--- src/rtl/riscv_pkg.sv ---
// Shared RV32 pipeline definitions: opcode constants, hazard-controller states
// and operand-forwarding select encodings.
package riscv_pkg;

    localparam logic [6:0] OPC_LOAD   = 7'b0000011;
    localparam logic [6:0] OPC_STORE  = 7'b0100011;
    localparam logic [6:0] OPC_OP     = 7'b0110011;
    localparam logic [6:0] OPC_OP_IMM = 7'b0010011;
    localparam logic [6:0] OPC_BRANCH = 7'b1100011;
    localparam logic [6:0] OPC_JAL    = 7'b1101111;
    localparam logic [6:0] OPC_JALR   = 7'b1100111;
    localparam logic [6:0] OPC_LUI    = 7'b0110111;
    localparam logic [6:0] OPC_AUIPC  = 7'b0010111;

    typedef enum logic [1:0] {
        RUN      = 2'd0,
        LU_STALL = 2'd1,
        FLUSH    = 2'd2,
        MEM_WAIT = 2'd3
    } hz_state_t;

    localparam logic [1:0] FWD_REGFILE = 2'b00;
    localparam logic [1:0] FWD_EXMEM   = 2'b10;
    localparam logic [1:0] FWD_MEMWB   = 2'b01;

endpackage

--- src/rtl/pipeline_hazard_ctrl_hazard_detect.sv ---
// Combinational register-dependency compare between the ID sources and the
// EX/MEM/WB destinations; yields RAW/load-use flags and forwarding selects.
module hazard_detect #(
    parameter int unsigned REG_ADDR_W = 5
) (
    input  logic [REG_ADDR_W-1:0] id_rs1,
    input  logic [REG_ADDR_W-1:0] id_rs2,
    input  logic                  id_use_rs1,
    input  logic                  id_use_rs2,
    input  logic [REG_ADDR_W-1:0] ex_rd,
    input  logic                  ex_reg_write,
    input  logic                  ex_mem_read,
    input  logic [REG_ADDR_W-1:0] mem_rd,
    input  logic                  mem_reg_write,
    input  logic [REG_ADDR_W-1:0] wb_rd,
    input  logic                  wb_reg_write,
    output logic                  raw_ex,
    output logic                  raw_mem,
    output logic                  load_use,
    output logic [1:0]            fwd_a,
    output logic [1:0]            fwd_b
);
    import riscv_pkg::*;

    // x0 is hard-wired zero, so it never creates a dependency
    function automatic logic hit(input logic [REG_ADDR_W-1:0] rd,
                                 input logic [REG_ADDR_W-1:0] rs,
                                 input logic                  use_rs);
        return use_rs && (rd != '0) && (rd == rs);
    endfunction

    logic ex_hit;
    logic mem_hit_a;
    logic mem_hit_b;
    logic wb_hit_a;
    logic wb_hit_b;

    always_comb begin
        ex_hit    = hit(ex_rd, id_rs1, id_use_rs1) || hit(ex_rd, id_rs2, id_use_rs2);
        mem_hit_a = hit(mem_rd, id_rs1, id_use_rs1);
        mem_hit_b = hit(mem_rd, id_rs2, id_use_rs2);
        wb_hit_a  = hit(wb_rd, id_rs1, id_use_rs1);
        wb_hit_b  = hit(wb_rd, id_rs2, id_use_rs2);

        raw_ex   = ex_reg_write && ex_hit;
        raw_mem  = mem_reg_write && (mem_hit_a || mem_hit_b);
        load_use = ex_mem_read && ex_hit;

        fwd_a = FWD_REGFILE;
        if (mem_reg_write && mem_hit_a) begin
            fwd_a = FWD_EXMEM;
        end else if (wb_reg_write && wb_hit_a) begin
            fwd_a = FWD_MEMWB;
        end

        fwd_b = FWD_REGFILE;
        if (mem_reg_write && mem_hit_b) begin
            fwd_b = FWD_EXMEM;
        end else if (wb_reg_write && wb_hit_b) begin
            fwd_b = FWD_MEMWB;
        end
    end

endmodule

--- src/rtl/pipeline_hazard_ctrl.sv ---
// 5-stage RV32 pipeline sequencer: stall/flush/freeze enables, memory timeout
// flag and perf counters. Define FORWARDING_EN to enable operand forwarding.
module pipeline_hazard_ctrl #(
    parameter int unsigned REG_ADDR_W  = 5,
    parameter int unsigned CNT_W       = 32,
    parameter int unsigned MEM_TIMEOUT = 255
) (
    input  logic                  clk,
    input  logic                  rst_n,
    input  logic [REG_ADDR_W-1:0] id_rs1,
    input  logic [REG_ADDR_W-1:0] id_rs2,
    input  logic                  id_use_rs1,
    input  logic                  id_use_rs2,
    input  logic [REG_ADDR_W-1:0] ex_rd,
    input  logic                  ex_reg_write,
    input  logic                  ex_mem_read,
    input  logic [REG_ADDR_W-1:0] mem_rd,
    input  logic                  mem_reg_write,
    input  logic [REG_ADDR_W-1:0] wb_rd,
    input  logic                  wb_reg_write,
    input  logic                  ex_branch_taken,
    input  logic                  dmem_req,
    input  logic                  dmem_ready,
    output logic                  pc_en,
    output logic                  ifid_en,
    output logic                  idex_en,
    output logic                  exmem_en,
    output logic                  memwb_en,
    output logic                  ifid_flush,
    output logic                  idex_flush,
    output logic [1:0]            fwd_a,
    output logic [1:0]            fwd_b,
    output logic                  mem_err,
    output logic [CNT_W-1:0]      stall_cnt,
    output logic [CNT_W-1:0]      flush_cnt
);
    import riscv_pkg::*;

    localparam int unsigned       WAIT_W   = $clog2(MEM_TIMEOUT + 1);
    localparam logic [WAIT_W-1:0] WAIT_MAX = WAIT_W'(MEM_TIMEOUT);

    hz_state_t         state_q, state_d;
    logic [WAIT_W-1:0] wait_cnt_q, wait_cnt_d;
    logic [CNT_W-1:0]  stall_cnt_q, stall_cnt_d;
    logic [CNT_W-1:0]  flush_cnt_q, flush_cnt_d;
    logic              mem_err_q, mem_err_d;

    logic       raw_ex;
    logic       raw_mem;
    logic       load_use;
    logic [1:0] det_fwd_a;
    logic [1:0] det_fwd_b;
    logic       stall_req;
    logic       mem_wait;

    hazard_detect #(
        .REG_ADDR_W(REG_ADDR_W)
    ) u_hazard_detect (
        .id_rs1       (id_rs1),
        .id_rs2       (id_rs2),
        .id_use_rs1   (id_use_rs1),
        .id_use_rs2   (id_use_rs2),
        .ex_rd        (ex_rd),
        .ex_reg_write (ex_reg_write),
        .ex_mem_read  (ex_mem_read),
        .mem_rd       (mem_rd),
        .mem_reg_write(mem_reg_write),
        .wb_rd        (wb_rd),
        .wb_reg_write (wb_reg_write),
        .raw_ex       (raw_ex),
        .raw_mem      (raw_mem),
        .load_use     (load_use),
        .fwd_a        (det_fwd_a),
        .fwd_b        (det_fwd_b)
    );

`ifdef FORWARDING_EN
    logic unused_raw;
    assign stall_req  = load_use;
    assign unused_raw = raw_ex ^ raw_mem;
    assign fwd_a      = rst_n ? det_fwd_a : FWD_REGFILE;
    assign fwd_b      = rst_n ? det_fwd_b : FWD_REGFILE;
`else
    // Without bypass paths the ID instruction waits until the producer reaches WB
    logic unused_fwd;
    assign stall_req  = raw_ex | raw_mem;
    assign unused_fwd = ^{load_use, det_fwd_a, det_fwd_b};
    assign fwd_a      = FWD_REGFILE;
    assign fwd_b      = FWD_REGFILE;
`endif

    assign mem_wait = dmem_req && !dmem_ready;

    always_comb begin
        state_d     = RUN;
        wait_cnt_d  = '0;
        stall_cnt_d = stall_cnt_q;
        flush_cnt_d = flush_cnt_q;
        mem_err_d   = mem_err_q;
        {pc_en, ifid_en, idex_en, exmem_en, memwb_en} = '1;
        ifid_flush  = 1'b0;
        idex_flush  = 1'b0;

        if (mem_wait) begin
            {pc_en, ifid_en, idex_en, exmem_en, memwb_en} = '0;
            state_d    = MEM_WAIT;
            wait_cnt_d = (wait_cnt_q == WAIT_MAX) ? wait_cnt_q : wait_cnt_q + 1'b1;
            if (wait_cnt_d == WAIT_MAX) begin
                mem_err_d = 1'b1;
            end
        end else if (state_q != FLUSH) begin
            // The cycle after a flush holds a bubble in EX, so dependency checks are masked
            if (ex_branch_taken) begin
                ifid_flush = 1'b1;
                idex_flush = 1'b1;
                state_d    = FLUSH;
                if (flush_cnt_q != '1) begin
                    flush_cnt_d = flush_cnt_q + 1'b1;
                end
            end else if (stall_req) begin
                pc_en      = 1'b0;
                ifid_en    = 1'b0;
                idex_flush = 1'b1;
                state_d    = LU_STALL;
                if (stall_cnt_q != '1) begin
                    stall_cnt_d = stall_cnt_q + 1'b1;
                end
            end
        end

        if (!rst_n) begin
            {pc_en, ifid_en, idex_en, exmem_en, memwb_en} = '0;
            ifid_flush = 1'b1;
            idex_flush = 1'b1;
        end
    end

    always_ff @(posedge clk or negedge rst_n) begin
        if (!rst_n) begin
            state_q     <= RUN;
            wait_cnt_q  <= '0;
            stall_cnt_q <= '0;
            flush_cnt_q <= '0;
            mem_err_q   <= 1'b0;
        end else begin
            state_q     <= state_d;
            wait_cnt_q  <= wait_cnt_d;
            stall_cnt_q <= stall_cnt_d;
            flush_cnt_q <= flush_cnt_d;
            mem_err_q   <= mem_err_d;
        end
    end

    assign mem_err   = mem_err_q;
    assign stall_cnt = stall_cnt_q;
    assign flush_cnt = flush_cnt_q;

endmodule

--- config.mk ---
export PLATFORM = sky130hd
export DESIGN_NAME = pipeline_hazard_ctrl
export DESIGN_NICKNAME = d
export VERILOG_FILES = /design/src/rtl/riscv_pkg.sv /design/src/rtl/pipeline_hazard_ctrl_hazard_detect.sv /design/src/rtl/pipeline_hazard_ctrl.sv
export SDC_FILE = /design/constraint.sdc
export NUM_CORES = 1
export LEC_CHECK = 0
export ABC_AREA = 0
export BUFFER_PORTS_ARGS = -buffer_cell sky130_fd_sc_hd__buf_2
export CAP_MARGIN = 5
export CORE_UTILIZATION = 47
export CTS_CLUSTER_DIAMETER = 120
export DETAILED_ROUTE_END_ITERATION = 12
export PLACE_DENSITY = 0.81
export SYNTH_ARGS = -nofsm -noshare
export SYNTH_HDL_FRONTEND = slang
export SYNTH_SLANG_ARGS = --single-unit
--- constraint.sdc ---
create_clock -name clk -period 1.8 [get_ports clk]
set_input_delay 0.36 -clock clk [delete_from_list [all_inputs] [get_ports clk]]
set_output_delay 0.36 -clock clk [all_outputs]
set_load 0.02 [all_outputs]
# Yosys cells after proc, flatten, opt, wreduce, memory -nomap -nowiden
# Index checks and enable logic that the tools add are counted.
totals:
  word_cells: 61
  reg_bits: 75
  input_bits: 36
  output_inout_bits: 76
op_classes:
  bitwise_logic: 3
  n_reduce_logical: 19
  mux: 22
  addsub: 3
  eq_ne: 9
ops:
  columns: ["cell", "n"]
  rows:
  - ["$add 32x1->32 const B", 2]
  - ["$ne 32x32->1 const B", 2]
  - ["$eq 5x5->1", 4]
  - ["$mux 1", 17]
  - ["$eq 8x8->1 const B", 2]
  - ["$mux 8", 2]
  - ["$logic_and 1x1->1", 11]
  - ["$reduce_bool 5->1", 2]
  - ["$add 8x1->8 const B", 1]
  - ["$mux 2", 3]
  - ["$reduce_and 5->1", 1]
  - ["$reduce_and 4->1", 1]
  - ["$logic_or 1x1->1", 2]
  - ["$ne 2x2->1 const B", 1]
  - ["$not 1->1", 2]
  - ["$reduce_and 2->1", 1]
  - ["$logic_not 1->1", 1]
  - ["$or 1x1->1", 1]

# Logic depth before layout (Yosys ltp)
logic_depth:
  ltp_word: 11
  depth_mapped: 9
  depth_no_buf: 7

# Cells and area by module
# Synthesis repeated with hierarchy kept, for this count alone.
hier_totals:
  cells_unflattened: 430
  area_unflattened_um2: 4252.8
modules_own_cells:
  columns: ["mod", "seq_area_each_um2", "instances", "cells_each", "area_per_inst_um2"]
  rows:
  - ["pipeline_hazard_ctrl", 1876.8, 1, 373, 3841.2]
  - ["hazard_detect", 0.0, 1, 57, 411.6]

# Worst setup path before layout
# Ideal clock, no wire load.
synth_timing:
  path_type: "flip-flop to flip-flop"
  start: "register stall_cnt_q[3] (netlist: stall_cnt[3])"
  end: "register stall_cnt_q[1] (netlist: stall_cnt[1])"
  setup_ns: 0.128
  t_required_ns: 1.672
  stages_incl_launch_ff: 8
  period_less_slack_ns: 2.173
  slack_ns: -0.373
  t_arrival_ns: 2.045
  path_buffers: 1
  cell_sequence: "dfrtp_1 -> and3_1 -> nand4_1 -> nor3_4 -> a41oi_1 -> nand4_2 -> buf_4 -> mux2_1"
synth_via:
  elab_chain_cells: 2
synth_lines:
  columns: ["element", "line_no", "source"]
  rows:
  - ["start, declared", "pipeline_hazard_ctrl.sv:44", "logic [CNT_W-1:0] stall_cnt_q, stall_cnt_d;"]
  - ["start signal, assigned", "pipeline_hazard_ctrl.sv:148", "stall_cnt_q <= stall_cnt_d;"]
  - ["$ne 32x32->1", "pipeline_hazard_ctrl.sv:125", "if (stall_cnt_q != '1) begin"]
  - ["$reduce_and 5->1 (no line)", null, null]
# Every way passes these cells.
# A chain may end at the register's enable or synchronous reset.

# Worst setup path in the final report
layout_timing:
  start: "register stall_cnt_q[4] (netlist: stall_cnt[4])"
  end: "register stall_cnt_q[22] (netlist: stall_cnt[22])"
layout_via:
  elab_chain_cells: 2
  elab_cells_between_ends: 3
  cone_classes: "add/sub: 1; eq/ne: 1; reduce/logical: 1"
layout_lines:
  columns: ["element"]
  rows:
  - ["parallel branches: the longest is 2 deep, another holds $add 32x1->32"]
# Several ways; the timed one is not identified.

==> impl_metrics.toml <==
[floorplanning]
dieHeight_um = 93.7
dieArea_um2 = 8780
die_w_um = 93.7
rows = 33
io_pins = 112
start_util_pct = 48.3
coreArea_um2 = 8180

[clock_network]
clkSlewWorstSetupHoldPaths_ps = 90
cts.sinks = 75
cts_made_buffers = 9
cts_tree = "done"
clk_latency_ps = 350
root_buffer = "clkbuf_8"
cts_buffer_depth = 2
htreeDepth = 3

[sta]
setup_ws_ps = -287
min_period_over_period_pct = 116
rsz0062_at_grt = "true"
worst_hold_slack_ps = 36.0
skew_ps = 13.1
hold_viol_final = 0
period_minus_slack_ps = 2090
max_freq_ghz = 0.479
setup-violations-final = 55
final_max_slew_viol_count = 0

[layout]
fill_cells = 456
nets = 640
diodes = 0
mostFrequentLayoutCell = "buf_4"
drive_above_1_share_pct = 59.1
post-route-util_pct = 80.2
area_delta_synth_final_pct = 66.0
regArea_um2 = 1900
instances_no_fill = 711
multi_input_area_um2 = 2610
final_cell_mix = "buf_4, buf_2, dfrtp_1, xor2_1"

[yosys]
ys_seq_elements = 75
ys_seq_area_share_pct = 47.5
syn_area_um2 = 3950
yosys.area.top_type_share_pct = 47.5
synthTopCellsByArea = "dfrtp_1, xor2_1, xnor2_1"
syn_avg_cell_area_um2 = 10.3
ys_types = 46
syn_inst = 382
synthFlopType = "dfrtp_1"
yosys_warnings = 0
yosys.area.top_type = "dfrtp_1"
async_flop_share_pct = 100
synth_edf_count = 0

[route]
wl_per_cell_um = 18.1
drt_iter0_markers = 138
route.vias.total = 3861
first_pass_iters = 8
drc = 2
drt_wl_total_mm = 12.9
ant_nets = 0
vias_per_cell = 5.43

[global_routing]
grt_pass1_vias = 3833
grt_pass1_wl_mm = 18.4
grtUsageTotal_pct = 27.5
antenna_found_initial = 0
grt_max_degree = 76
gr-total-overflow = 0

[setup_path]
path_delay_family = "simple AND/OR/NAND/NOR gates"
crit_start = "stall_cnt[4]"
crit_type = "flip-flop to flip-flop"
crit_chain = "and3_4, nand4_1, nor3_4, buf_4, buf_6, nand4_1, or3_4, xnor2_2"
r2r_setup_slack_ps = -290
rr_endpoint = "stall_cnt[22]"
worstPathMaxFanout = 5
setup.worst_path.end_class = "flip-flop"
critPathMaxStageDelay_ps = 420
arrival_ps = 2320
r2r_start = "stall_cnt[4]"
critPathLaunchType = "flip-flop"
slowest_stage = "or3_4"
cp.required_ps = 2030
crit_top_cell = "nand4_1"
r2r_cells = 8
worst-path-buf-inv = 2

[pwr]
power_switching_mw = 1.18
power_mw = 4.32
p_sw_share_pct = 27.2
power.leakage_nw = 3.43
power.density_nw_per_um2 = 659
seqPwrFrac_pct = 42.4
power.share.combinational_pct = 19.6
vdd_drop_max_v = 0.000661
p_clk_share_pct = 38.0
p_int_mw = 3.15

[outcome]
status = "finished with violations"
violations = "design-rule violations, negative setup slack"

[place]
globalplace.congestion = 1.09
dp_hpwl_mm = 7.01
portBuffers = 100
dpl.cell_count = 660

[min_path]
hold_class = "input port to asynchronous set/reset pin"

[flow_run]
drv_cap = 0
[final cells by class]
| class | instances | area share, % |
|---|---|---|
| Clock buffer | 12 | 2.37 |
| Timing Repair Buffer | 218 | 24.9 |
| Tap cell | 105 | 2.00 |
| Sequential cell | 75 | 29.0 |
| Inverter | 7 | 0.439 |
| Clock inverter | 4 | 1.49 |
| Multi-Input combinational cell | 290 | 39.8 |
[worst max path at each step]
stage / slack, ps / endpoint / depth (start not counted)
global route: -370 / stall_cnt[22] / 8
detailed placement: -580 / stall_cnt[11] / 9
global placement: -390 / stall_cnt[11] / 9
CTS: -250 / ifid_en / 8
floorplan: -180 / stall_cnt[1] / 8
finish: -290 / stall_cnt[22] / 8
[routing by layer]
| metal | share of wire (%) | global-route usage, % | up-vias |
|---|---|---|---|
| met5 | 0 | 0 | - |
| met4 | 3.2 | 10.9 | 0 |
| met3 | 4.7 | 4.21 | 43 |
| met2 | 54 | 50.3 | 161 |
| met1 | 38 | 32.0 | 1909 |
| li1 | - | - | 1748 |
[what timing repair did]
item                       CTS  global route
hold buffers                 0             0
pin swaps                   59            52
setup endpoints to repair   38            63
buffers inserted            17            19
gates resized for setup     88            71
cloned                       3             0
[cells by family after synthesis]
kind of cell	synth area share, %
and+or+nand+nor	25.5
xor gates and xnor gates	18.8
DFF	47.5
buffers and inverters	2.98
AOI/OAI and AO/OA	3.07
muxes	1.08
adders and majority gates	0.950
other	0.0949
[synth_stat cells, types with 6 or more instances]
cell type	number
and2_1	6
and3_1	8
and4_1	6
buf_4	9
dfrtp_1	75
inv_1	7
nand2_1	38
nand3_1	23
nand4_1	12
nor2_1	33
nor3_1	11
nor3_2	6
nor4_1	6
xnor2_1	35
xor2_1	50
[through the flow]
stage               instance area [um^2]  setup WS, ps  TNS [ps]
finish                              6560          -287     -5000
detailed placement                  5260          -579    -13030
CTS                                 6110          -251     -2860
global placement                    5260          -388    -10520
global route                        6560          -370     -9770
floorplan                           4080          -182     -3340
[flip-flops by register name, summed over array words and instances, names as in the netlist]
signal,cells
flush_cnt,32
stall_cnt,32
mem_err,1
wait_cnt_q,8
state_q,2
[power groups by stage]
stage / logic (mW) / registers, mW / clock network [mW]
after floorplan: 0.222 / 1.97 / 0
after global placement: 0.696 / 1.84 / 0
after detailed placement: 0.708 / 1.85 / 0
after CTS: 0.764 / 1.82 / 1.65
after global routing: 0.902 / 1.84 / 1.75
final: 0.848 / 1.83 / 1.64
No activity file was read; power rests on OpenSTA's default activity.
